## src/rtl/async_uart_transceiver.sv

```systemverilog
`timescale 1ns/1ps
// -----------------------------------------------------------------------------
// async_uart_transceiver
//
// 8N1 UART receiver and transmitter sharing one clock and reset. The two halves
// are fully independent, so simultaneous traffic and txd->rxd loopback work.
//
// Parameters:
//   CLK_FREQ   clock frequency in Hz
//   BAUD       line rate in bit/s; one bit lasts CLK_FREQ/BAUD clocks
//   IDLE_BITS  bit periods of continuous mark before the receive line is idle
//
// Ports:
//   clk_100          in   system clock, rising edge
//   rst_n            in   asynchronous active-low reset
//   rxd              in   serial input (asynchronous to clk_100)
//   rxd_data_ready   out  one-cycle strobe, rxd_data holds a new byte
//   rxd_data[7:0]    out  last correctly framed byte
//   rxd_idle         out  receive line idle for IDLE_BITS bit periods or more
//   rxd_endofpacket  out  (only with RXD_ENDOFPACKET_EN) one-cycle pulse when
//                         rxd_idle rises after at least one received byte
//   txd_start        in   send request, honoured while txd_busy is low
//   txd_data[7:0]    in   byte to send, sampled in the accept cycle
//   txd              out  serial output, idles high
//   txd_busy         out  high while a frame is being sent
//
// Optional feature macro: RXD_ENDOFPACKET_EN adds the rxd_endofpacket output.
// -----------------------------------------------------------------------------
module async_uart_transceiver #(
  parameter int CLK_FREQ  = 100000000,
  parameter int BAUD      = 115200,
  parameter int IDLE_BITS = 16
) (
  input  logic       clk_100,
  input  logic       rst_n,
  input  logic       rxd,
  output logic       rxd_data_ready,
  output logic [7:0] rxd_data,
  output logic       rxd_idle,
`ifdef RXD_ENDOFPACKET_EN
  output logic       rxd_endofpacket,
`endif
  input  logic       txd_start,
  input  logic [7:0] txd_data,
  output logic       txd,
  output logic       txd_busy
);

  localparam int BIT_CYCLES  = CLK_FREQ / BAUD;
  localparam int HALF_CYCLES = BIT_CYCLES / 2;
  localparam int IDLE_CYCLES = IDLE_BITS * BIT_CYCLES;
  localparam int CNT_W       = $clog2(BIT_CYCLES + 1);
  localparam int IDLE_W      = $clog2(IDLE_CYCLES + 1);

  localparam logic [CNT_W-1:0]  BIT_LAST  = CNT_W'(BIT_CYCLES - 1);
  localparam logic [CNT_W-1:0]  HALF_LAST = CNT_W'(HALF_CYCLES - 1);
  localparam logic [IDLE_W-1:0] IDLE_LAST = IDLE_W'(IDLE_CYCLES - 1);
  localparam logic [IDLE_W-1:0] IDLE_MAX  = IDLE_W'(IDLE_CYCLES);

  // ===========================================================================
  // Transmitter
  // ===========================================================================
  typedef enum logic [1:0] {
    TX_IDLE,
    TX_START,
    TX_DATA,
    TX_STOP
  } tx_state_e;

  tx_state_e        tx_state_q;
  logic [CNT_W-1:0] tx_cnt_q;
  logic [2:0]       tx_bit_q;
  logic [7:0]       tx_shift_q;
  logic             txd_q;
  logic             txd_busy_q;
  logic             tx_bit_end;

  assign tx_bit_end = (tx_cnt_q == BIT_LAST);

  always_ff @(posedge clk_100 or negedge rst_n) begin
    if (!rst_n) begin
      tx_state_q <= TX_IDLE;
      tx_cnt_q   <= '0;
      tx_bit_q   <= '0;
      tx_shift_q <= '0;
      txd_q      <= 1'b1;
      txd_busy_q <= 1'b0;
    end else begin
      // The bit-period counter runs in every non-idle state and wraps at the
      // end of each bit, so all states share one timebase.
      if (tx_state_q != TX_IDLE) begin
        tx_cnt_q <= tx_bit_end ? '0 : tx_cnt_q + 1'b1;
      end

      case (tx_state_q)
        TX_IDLE: begin
          // Busy is low only here, so this is the accept cycle.
          if (txd_start) begin
            tx_shift_q <= txd_data;
            tx_cnt_q   <= '0;
            txd_q      <= 1'b0;
            txd_busy_q <= 1'b1;
            tx_state_q <= TX_START;
          end
        end

        TX_START: begin
          if (tx_bit_end) begin
            txd_q      <= tx_shift_q[0];
            tx_shift_q <= {1'b1, tx_shift_q[7:1]};
            tx_bit_q   <= '0;
            tx_state_q <= TX_DATA;
          end
        end

        TX_DATA: begin
          if (tx_bit_end) begin
            if (tx_bit_q == 3'd7) begin
              txd_q      <= 1'b1;
              tx_state_q <= TX_STOP;
            end else begin
              txd_q      <= tx_shift_q[0];
              tx_shift_q <= {1'b1, tx_shift_q[7:1]};
              tx_bit_q   <= tx_bit_q + 3'd1;
            end
          end
        end

        TX_STOP: begin
          // Busy falls after the full stop bit; a held txd_start is accepted
          // in the very next cycle, giving back-to-back frames.
          if (tx_bit_end) begin
            txd_busy_q <= 1'b0;
            tx_state_q <= TX_IDLE;
          end
        end

        default: begin
          tx_state_q <= TX_IDLE;
        end
      endcase
    end
  end

  assign txd      = txd_q;
  assign txd_busy = txd_busy_q;

  // ===========================================================================
  // Receiver
  // ===========================================================================

  // Two-flop synchronizer plus one history flop for falling-edge detection.
  // All start high so reset release never looks like a start bit.
  logic rxd_meta_q;
  logic rxd_sync_q;
  logic rxd_prev_q;
  logic rx_fall;

  always_ff @(posedge clk_100 or negedge rst_n) begin
    if (!rst_n) begin
      rxd_meta_q <= 1'b1;
      rxd_sync_q <= 1'b1;
      rxd_prev_q <= 1'b1;
    end else begin
      rxd_meta_q <= rxd;
      rxd_sync_q <= rxd_meta_q;
      rxd_prev_q <= rxd_sync_q;
    end
  end

  assign rx_fall = rxd_prev_q & ~rxd_sync_q;

  typedef enum logic [1:0] {
    RX_IDLE,
    RX_START_CHK,
    RX_DATA,
    RX_STOP
  } rx_state_e;

  rx_state_e        rx_state_q;
  logic [CNT_W-1:0] rx_cnt_q;
  logic [2:0]       rx_bit_q;
  logic [7:0]       rx_shift_q;
  logic [7:0]       rxd_data_q;
  logic             rxd_ready_q;

  always_ff @(posedge clk_100 or negedge rst_n) begin
    if (!rst_n) begin
      rx_state_q  <= RX_IDLE;
      rx_cnt_q    <= '0;
      rx_bit_q    <= '0;
      rx_shift_q  <= '0;
      rxd_data_q  <= '0;
      rxd_ready_q <= 1'b0;
    end else begin
      rxd_ready_q <= 1'b0;

      case (rx_state_q)
        RX_IDLE: begin
          if (rx_fall) begin
            rx_cnt_q   <= '0;
            rx_state_q <= RX_START_CHK;
          end
        end

        RX_START_CHK: begin
          // Mid start bit: a line already back high was only a glitch.
          if (rx_cnt_q == HALF_LAST) begin
            rx_cnt_q <= '0;
            if (!rxd_sync_q) begin
              rx_bit_q   <= '0;
              rx_state_q <= RX_DATA;
            end else begin
              rx_state_q <= RX_IDLE;
            end
          end else begin
            rx_cnt_q <= rx_cnt_q + 1'b1;
          end
        end

        RX_DATA: begin
          if (rx_cnt_q == BIT_LAST) begin
            rx_cnt_q   <= '0;
            rx_shift_q <= {rxd_sync_q, rx_shift_q[7:1]};  // LSB arrives first
            if (rx_bit_q == 3'd7) begin
              rx_state_q <= RX_STOP;
            end else begin
              rx_bit_q <= rx_bit_q + 3'd1;
            end
          end else begin
            rx_cnt_q <= rx_cnt_q + 1'b1;
          end
        end

        RX_STOP: begin
          // Return to idle at mid-stop so the next start edge is not missed;
          // a low stop sample drops the byte silently.
          if (rx_cnt_q == BIT_LAST) begin
            rx_cnt_q   <= '0;
            rx_state_q <= RX_IDLE;
            if (rxd_sync_q) begin
              rxd_data_q  <= rx_shift_q;
              rxd_ready_q <= 1'b1;
            end
          end else begin
            rx_cnt_q <= rx_cnt_q + 1'b1;
          end
        end

        default: begin
          rx_state_q <= RX_IDLE;
        end
      endcase
    end
  end

  assign rxd_data_ready = rxd_ready_q;
  assign rxd_data       = rxd_data_q;

  // ---------------------------------------------------------------------------
  // Idle detection: count consecutive mark cycles while the receiver is idle.
  // The counter saturates so a long idle line does not wrap.
  // ---------------------------------------------------------------------------
  logic [IDLE_W-1:0] idle_cnt_q;
  logic              rxd_idle_q;
  logic              idle_counting;
  logic              idle_reached;
  logic              idle_rise;

  assign idle_counting = (rx_state_q == RX_IDLE) && rxd_sync_q;
  assign idle_reached  = idle_counting && (idle_cnt_q == IDLE_LAST);
  assign idle_rise     = idle_reached && !rxd_idle_q;

  always_ff @(posedge clk_100 or negedge rst_n) begin
    if (!rst_n) begin
      idle_cnt_q <= '0;
      rxd_idle_q <= 1'b1;
    end else begin
      if (idle_counting) begin
        if (idle_cnt_q != IDLE_MAX) begin
          idle_cnt_q <= idle_cnt_q + 1'b1;
        end
      end else begin
        idle_cnt_q <= '0;
      end

      if ((rx_state_q == RX_IDLE) && rx_fall) begin
        rxd_idle_q <= 1'b0;
      end else if (idle_reached) begin
        rxd_idle_q <= 1'b1;
      end
    end
  end

  assign rxd_idle = rxd_idle_q;

`ifdef RXD_ENDOFPACKET_EN
  // ---------------------------------------------------------------------------
  // End of packet: remember that a byte arrived, report it once when the line
  // next goes idle.
  // ---------------------------------------------------------------------------
  logic eop_pending_q;
  logic eop_q;

  always_ff @(posedge clk_100 or negedge rst_n) begin
    if (!rst_n) begin
      eop_pending_q <= 1'b0;
      eop_q         <= 1'b0;
    end else begin
      eop_q         <= idle_rise && eop_pending_q;
      eop_pending_q <= (eop_pending_q && !idle_rise) || rxd_ready_q;
    end
  end

  assign rxd_endofpacket = eop_q;
`endif

endmodule

```

## config.mk

```make
export PLATFORM = sky130hd
export DESIGN_NAME = async_uart_transceiver
export DESIGN_NICKNAME = d
export VERILOG_FILES = /design/src/rtl/async_uart_transceiver.sv
export SDC_FILE = /design/constraint.sdc
export NUM_CORES = 1
export LEC_CHECK = 0
export ABC_AREA = 1
export ABC_CLOCK_PERIOD_IN_PS = 1500
export CAP_MARGIN = 30
export CELL_PAD_IN_SITES_DETAIL_PLACEMENT = 1
export CELL_PAD_IN_SITES_GLOBAL_PLACEMENT = 2
export CORE_ASPECT_RATIO = 2
export CORE_MARGIN = 2
export CORE_UTILIZATION = 32
export DETAILED_ROUTE_END_ITERATION = 10
export GPL_TIMING_DRIVEN = 0
export PLACE_DENSITY_LB_ADDON = 0.1
export SYNTH_ARGS = -nofsm -noshare
export SYNTH_HDL_FRONTEND = slang
export SYNTH_SLANG_ARGS = --single-unit
```

## constraint.sdc

```tcl
create_clock -name clk_100 -period 1.5 [get_ports clk_100]
set_input_delay 0.3 -clock clk_100 [delete_from_list [all_inputs] [get_ports clk_100]]
set_output_delay 0.3 -clock clk_100 [all_outputs]
set_load 0.02 [all_outputs]
```

# == After elaboration in Yosys (flattened, before gate mapping) ==
# Index checks and enable logic that the tools add are counted.
# classes
addsub,5
n_mux,50
reduce_logical,21
n_eq_ne,27
bitwise,2
# ops
operator,n
10-bit 2-to-1 mux,7
8-bit 2-to-1 mux,4
10-bit one-hot mux with 3 select lines,1
14-bit 2-to-1 mux,2
"2-bit inequality test, second input constant",13
8-bit one-hot mux with 3 select lines,1
2-bit 2-to-1 mux,11
3-bit 2-to-1 mux,7
"10-bit by 1-bit adder with 10-bit output, second input constant",2
"10-bit equality test, second input constant",2
5-bit AND reduction,4
2-bit one-hot mux with 4 select lines,2
"14-bit by 1-bit adder with 14-bit output, second input constant",1
"14-bit equality test, second input constant",1
"14-bit inequality test, second input constant",1
3-bit one-hot mux with 2 select lines,2
1-bit 2-to-1 mux,11
"10-bit by 9-bit equality test with 1-bit output, second input constant",1
2-bit nonzero test,5
"2-bit equality test, second input constant",4
4-bit AND reduction,2
"3-bit by 1-bit adder with 3-bit output, second input constant",2
"3-bit equality test, second input constant",2
3-bit AND reduction,2
11 further kinds,15
# word_totals
register_bits,75
input_bits,12

# == Logic depth before layout (Yosys ltp) ==
# Gate-level depths: netlist of run 1.
# logic_depth
depth_word,5
mapped_depth,10
ltp_nobuf,10

# == Worst setup path after synthesis of run 1 ==
# No wires, ideal clock.
# synth_path
kind,register to register
from,reg tx_state_q[0]
to,reg tx_bit_q[0]
stages_incl_launch_ff,7
n_path_buf,1
arrival_time_ps,1499
t_required_ps,1373
path_slack_ps,-126
period_less_slack_ps,1626
path_cell_list,dfrtp_1 inv_1 ha_1 clkbuf_1 nand3_1 nand2_1 o21ai_0
# synth_via
elab_chain_cells,3
elab_cells_between_ends,8
cone_classes,eq/ne: 5; mux: 1; reduce/logical: 2
# synth_rtl
element,line_no,text
"start, declared",70,tx_state_e tx_state_q;
"start signal, assigned",82,tx_state_q <= TX_IDLE;
"start signal, assigned",103,tx_state_q <= TX_START;
"start signal, assigned",112,tx_state_q <= TX_DATA;
2-bit equality test / 2-bit by 1-bit equality test with 1-bit output (equally long branches),95,case (tx_state_q)
2-bit inequality test (no source line) / 2-bit nonzero test (equally long branches),--,
4-bit AND reduction (no source line),--,
"end signal, assigned",124,tx_bit_q <= tx_bit_q + 3'd1;
"end, declared",72,logic [2:0] tx_bit_q;
# Several ways; a longest one is shown, not always the timed one.
# A chain may end at the register's enable or synchronous reset.

# == Worst setup path after layout of run 1 ==
# layout_path
from,reg tx_state_q[0]
to,reg tx_shift_q[1]
# layout_via
elab_chain_cells,3
elab_cells_between_ends,10
cone_classes,eq/ne: 6; mux: 1; reduce/logical: 3
# layout_rtl
element,line_no,text
"2-bit equality test, or another cell as far along",95,
2-bit inequality test (no source line) / 3-bit nonzero test (equally long branches),--,
5-bit AND reduction (no source line),--,
"end signal, assigned",99,tx_shift_q <= txd_data;
"end signal, assigned",110,"tx_shift_q <= {1'b1, tx_shift_q[7:1]};"
"end signal, assigned",123,"tx_shift_q <= {1'b1, tx_shift_q[7:1]};"
"end, declared",73,logic [7:0] tx_shift_q;
# Several ways; a longest one is shown, not always the timed one.

==> impl_metrics.ini, run 1 <==
[global_route]
grt_usage = 0.185
grt_start_max_net_pins = 48
antenna_found_initial = 0
grt_first_pass_wirelength_microns = 18300
grt_pass1_vias = 3702
grt_overflow = 0

[power]
power_mw = 9.42
powerDensity_mw_per_mm2 = 1670
max-vdd-ir-drop_uv = 911
leakagePower_nw = 2.59

[sta]
rsz0062_at_grt = yes
maxSlewHeadroom = 0.714
period_minus_slack_ns = 1.60
slew_viol_final = 0
post-route-period-util = 1.06
finalHoldViolCount = 0
worst_slack_ns = -0.0972
holdWs_ns = 0.356
fin_skew_ns = 0.0108
setup_tns_ns = -1.60
max_freq_mhz = 626
tightest_slew_ns = 0.429
setup_violations = 36

[floorplan]
rows = 56
start_util = 0.328
core_sq_mm = 0.0118
die_area_sq_mm = 0.0130
die_h_microns = 159
die_w_microns = 81.7
io_pins = 24

[final_layout]
antenna_cells = 0
utilization = 0.479
final_common_cell = nand2_1
drive_above_1_share = 0.385
final_cell_mix = nand2_1, dfrtp_1, inv_1, buf_4, nand2_2
syn_to_final_growth_pct = 45.7
fin_cells = 696
fin_nets = 572

[routing]
met1_length_microns = 3810
dr.max_layer_used = met4
drt-initial-drc-count = 86
routed_wl_microns = 11100
dr_wl_met2_microns = 6830
avgRoutedWirePerCell_microns = 15.9
drc = 0
viasPerCell = 4.89
routed-wl-met3_microns = 180
firstDrtPassIters = 4
vias = 3400
drtAntennaViolNets = 0

[clock_tree]
max-clock-path-buffers = 2
cts_sinks = 75
cts_tree = done
cts_buffers = 9
htree_levels = 3
clock_latency_ns = 0.34
root_buffer = clkbuf_16
cts.clk_slew.worst_paths_ns = 0.07

[logic_synthesis]
synth_flop_cell = dfrtp_1
ys_types = 35
synth_top_area_share = 0.453
synth_area_leaders = dfrtp_1, nand2_1, inv_1
synthArstFlopShare = 1.00
yosysTopAreaCell = dfrtp_1
synth.net_count = 490
ys_ff_latch = 75
synth_edf_count = 0
yosysWarnings = 0
synth_cells = 464
ys_seq_area_frac = 0.487
postSynthAreaPerCell_sq_um = 8.33
syn_area_sq_mm = 0.00386

[critical_path]
cp-end-kind = register
slowest_delay_ns = 0.42
arrival_ns = 1.82
cp.required_ns = 1.73
cpMostUsedCell = buf_6
worstPathMaxFanout = 4
setup.worst_path.start_class = register
cpMaxStageDelayCell = dfrtp_1
cp_cell_sequence = buf_6, ha_4, or2_4, nand2_8, nand3_4, buf_6, nand2_4, o21ai_2
crit_type = reg2reg

[min_path]
hold_path_class = reg2reg

[placed_design]
hpwlAfterDp_microns = 7470
dp.cells = 633
port_buffers = 23
place_congestion = 0.773

[run_status]
violations = setup timing
status = complete, but fails checks

[flow_run]
maxCapViolCount = 0
## synthesized netlist by cell type (2+ instances only)
library cell  number
a21oi_1           10
buf_6              3
dfrtp_1           70
dfstp_2            5
ha_1              14
inv_1             59
mux2i_1            7
nand2_1          136
nand2_2            3
nand3_1           27
nand3_2            3
nand3b_1           2
nand4_1            6
nor2_1            34
nor2_2             2
nor3_1             7
o21ai_0           26
o21ai_1            8
o21ai_2           15
o22ai_1            6
o31ai_1            2
or2_2              3
xor2_1             4
## where the power goes
part	leakage, nW	switching [mW]	internal, mW
Combinational	1.45	2.29	1.95
Clock	0.159	0.960	1.49
Sequential	0.981	0.362	2.38
Total	2.59	3.61	5.81
## worst max-delay path, delay by kind of cell (launching register included)
kind                     cells  cell delay (ns)
flip-flops                   1             0.42
adder cells (fa/ha/maj)      1             0.14
buffers and inverters        2             0.32
AND/OR/NAND/NOR              4             0.54
AO/OA/AOI/OAI                1             0.04
## final timing paths
kind / depth (start not counted) / slack (ns) / to / startpoint
setup / recovery: 8 / -0.1 / tx_shift_q[1] / tx_state_q[0]
hold / removal: 0 / 0.36 / rxd_sync_q / rxd_meta_q
setup reg to reg: 8 / -0.1 / tx_shift_q[1] / tx_state_q[0]
hold reg to reg: 0 / 0.36 / rxd_sync_q / rxd_meta_q
max in group asynchronous: 3 / 0.41 / rxd_sync_q / rst_n
min in group asynchronous: 2 / 0.43 / txd_busy / rst_n
## metrics by stage
step	worst slack, ns	area, sq um
final	-0.0972	5630
after global routing	-0.185	5630
after CTS	-0.133	5220
after detailed placement	-0.393	4320
after global placement	-2.76	4290
after floorplan	0.0133	3880
## layout make-up
type	instances	area [sq um]
Buffer	5	66.3
Clock buffer	9	225
Clock inverter	7	105
Fill cell	1338	6140
Inverter	61	248
Multi-Input combinational cell	324	2240
Sequential cell	75	1900
Tap cell	145	181
Timing Repair Buffer	70	672
## sequential cells by signal, indices dropped and copies added (netlist names), named ones only
signal / flops
tx_bit_q: 3
txd_busy: 1
rxd_sync_q: 1
rx_shift_q: 8
rxd_prev_q: 1
rxd_meta_q: 1
rxd_data_ready: 1
idle_cnt_q: 14
tx_shift_q: 8
rxd_idle: 1
rxd_data: 8
txd: 1
tx_state_q: 2
rx_bit_q: 3
tx_cnt_q: 10
rx_cnt_q: 10
rx_state_q: 1
## layer usage
metal,vias to the layer above,GRT usage
li1,1669,-
met1,1688,0.188
met2,24,0.356
met3,19,0.0329
met4,0,0.0682
met5,-,0
## timing repair
item / in CTS / in global routing
cloned: 3 / 1
resized for setup: 101 / 93
endpoints found under the hold margin: 27 / 0
hold buffers: 1 / 0
pin swaps: 12 / 26
setup endpoints to repair: 73 / 70
setup buffers: 30 / 12
## cell families (layout without fill, tap and decap cells)
logic type	count (synthesis)	in the layout	synth area share
and+or+nand+nor	228	229	0.260
AOI/OAI and AO/OA	69	69	0.108
buffers and inverters	66	152	0.0702
xor gates and xnor gates	5	5	0.0113
DFF	75	75	0.487
muxes	7	7	0.0181
adders and majority gates	14	14	0.0453
No activity file was read; power rests on OpenSTA's default activity.
==> run 2, diff against run 1 <==
--- a/config.mk
+++ b/config.mk
@@ -14,6 +14,7 @@
 export CORE_MARGIN = 2
 export CORE_UTILIZATION = 32
 export DETAILED_ROUTE_END_ITERATION = 10
+export DONT_BUFFER_PORTS = 1
 export GPL_TIMING_DRIVEN = 0
 export PLACE_DENSITY_LB_ADDON = 0.1
 export SYNTH_ARGS = -nofsm -noshare
==> impl_metrics.ini, run 2 (same netlist as run 1, synthesis figures left out) <==
[run_status]
status = complete, but fails checks
violations = hold timing, setup timing

[clock_tree]
cts_sinks = 75
clock_latency_ns = 0.34
root_buffer = clkbuf_16
cts_tree = done
htree_levels = 3
cts-hold-fix-buffers = 1
max-clock-path-buffers = 2
cts.clk_slew.worst_paths_ns = 0.07
cts_buffers = 9

[power]
powerDensity_mw_per_mm2 = 1660
max-vdd-ir-drop_uv = 817
leakagePower_nw = 2.37
combinationalPowerShare = 0.409
switching_share = 0.389
power_frac_clock = 0.267
p_sw_mw = 3.33
pwr-share-seq = 0.324
p_int_mw = 5.23

[floorplan]
start_util = 0.328
rows = 56
core_sq_mm = 0.0118
die_h_microns = 159
die_w_microns = 81.7
die_area_sq_mm = 0.0130
io_pins = 24

[global_route]
grt_first_pass_wirelength_microns = 16600
grt_usage = 0.166
grt_pass1_vias = 3466
antenna_found_initial = 0
grt_overflow = 0
grt_start_max_net_pins = 76

[min_path]
hold_path_class = in2async

[sta]
max_freq_mhz = 652
holdWs_ns = -0.357
worst_slack_ns = -0.0341
tightest_slew_ns = 0.334
finalHoldViolCount = 75
maxSlewHeadroom = 0.775
fin_skew_ns = 0.00857
rsz0062_at_grt = yes
setup_violations = 12
setup_tns_ns = -0.224
slew_viol_final = 0
post-route-period-util = 1.02
period_minus_slack_ns = 1.53

[critical_path]
crit_family = simple AND/OR/NAND/NOR gates
cpMostUsedCell = nand2_2
cp_cell_sequence = inv_2, ha_4, nand2_2, nor2_2, nand4_1, nand2_2, nand2_4, inv_8, o22ai_1
slowest_delay_ns = 0.42
worstPathMaxFanout = 8
cpMaxStageDelayCell = dfrtp_1
critPathLaunch = rx_cnt_q[1]
setup.worst_path.start_class = register
cp.required_ns = 1.72
cp-end-kind = register
crit_buf_inv = 2
r2r-start = rx_cnt_q[1]
arrival_ns = 1.75
crit_type = reg2reg

[final_layout]
antenna_cells = 0
drive_above_1_share = 0.353
largestRegisters = idle_cnt_q: 14 flops, rx_cnt_q: 10 flops, tx_cnt_q: 10 flops
largest_register_ffs = 14
final_common_cell = nand2_1
nFillCells = 1361
largest-register = idle_cnt_q
syn_to_final_growth_pct = 33.6
fin_nets = 536
final_cell_mix = nand2_1, dfrtp_1, inv_1, buf_4, o21ai_2
utilization = 0.439
design_area_sq_mm = 0.00516

[routing]
vias = 3253
viasPerCell = 4.93
drtAntennaViolNets = 0
firstDrtPassIters = 4
drc = 0
drt-initial-drc-count = 65
avgRoutedWirePerCell_microns = 15.5
routed_wl_microns = 10200

[placed_design]
hpwlAfterDp_microns = 7080
pre_cts_ws_ns = -0.347
port_buffers = 0
place_congestion = 0.760
placed_area_sq_mm = 0.00406

[flow_run]
maxCapViolCount = 0
run 2: changes by cell type in the layout (fill, tap and decap cells not counted), sizes merged:
| cell | previous run | this run |
|---|---|---|
| buf | 50 | 37 |
| clkdlybuf4s50 | 10 | 0 |
| dlygate4sd2 | 10 | 0 |
| clkbuf | 13 | 11 |
| clkinv | 1 | 3 |
| bufinv | 2 | 1 |
| clkinvlp | 2 | 1 |
| nand2 | 140 | 139 |
run 2: stage by stage:
step | std cells | hold WS [ns] | power [mW]
2_1_floorplan | 464 | 0.00441 | 4.49
3_3_place_gp | 609 | 0.00618 | 5.01
3_5_place_dp | 609 | 0.00647 | 5.10
4_1_cts | 647 | -0.365 | 8.22
5_1_grt | 660 | -0.368 | 9.15
6_report | 660 | -0.357 | 8.55
run 2: power groups by stage:
stage | logic [mW] | registers (mW) | clock network (mW)
after floorplan | 1.85 | 2.64 | 0
after global placement | 2.30 | 2.71 | 0
after detailed placement | 2.38 | 2.73 | 0
after CTS | 3.13 | 2.73 | 2.36
after global routing | 3.90 | 2.82 | 2.43
final | 3.50 | 2.77 | 2.29
run 2: layout make-up:
| cell class | instances | area (sq um) | area share |
|---|---|---|---|
| Buffer | 5 | 56.3 | 0.0109 |
| Clock buffer | 9 | 225 | 0.0436 |
| Sequential cell | 75 | 1890 | 0.366 |
| Inverter | 61 | 239 | 0.0463 |
| Tap cell | 145 | 181 | 0.0351 |
| Timing Repair Buffer | 35 | 309 | 0.0599 |
| Multi-Input combinational cell | 323 | 2180 | 0.422 |
| Clock inverter | 7 | 83.8 | 0.0162 |
run 2: per-layer routing:
layer  GRT usage  share of wire  routed length (microns)
met1       0.165           0.35                     3620
met2       0.321           0.60                     6160
met5           0              0                        0
met3      0.0249          0.023                      237
met4      0.0705          0.022                      226
run 2: path summary, 6_finish.rpt:
check / endpoint / slack [ns] / cells past startpoint
min in group clk_100: tx_cnt_q[8] / 0.12 / 2
min: txd_busy / -0.36 / 0
max: rx_cnt_q[3] / -0.03 / 9
max reg2reg: rx_cnt_q[3] / -0.03 / 9
max in group asynchronous: rxd_sync_q / 1.61 / 0
min reg2reg: rxd_sync_q / 0.36 / 0
run 2: repair_timing:
action,in CTS,in global routing
endpoints found under the hold margin,76,75
gates resized for setup,71,77
setup buffers,21,11
setup endpoints to repair,65,61
pin swaps,14,23
gates cloned,0,2
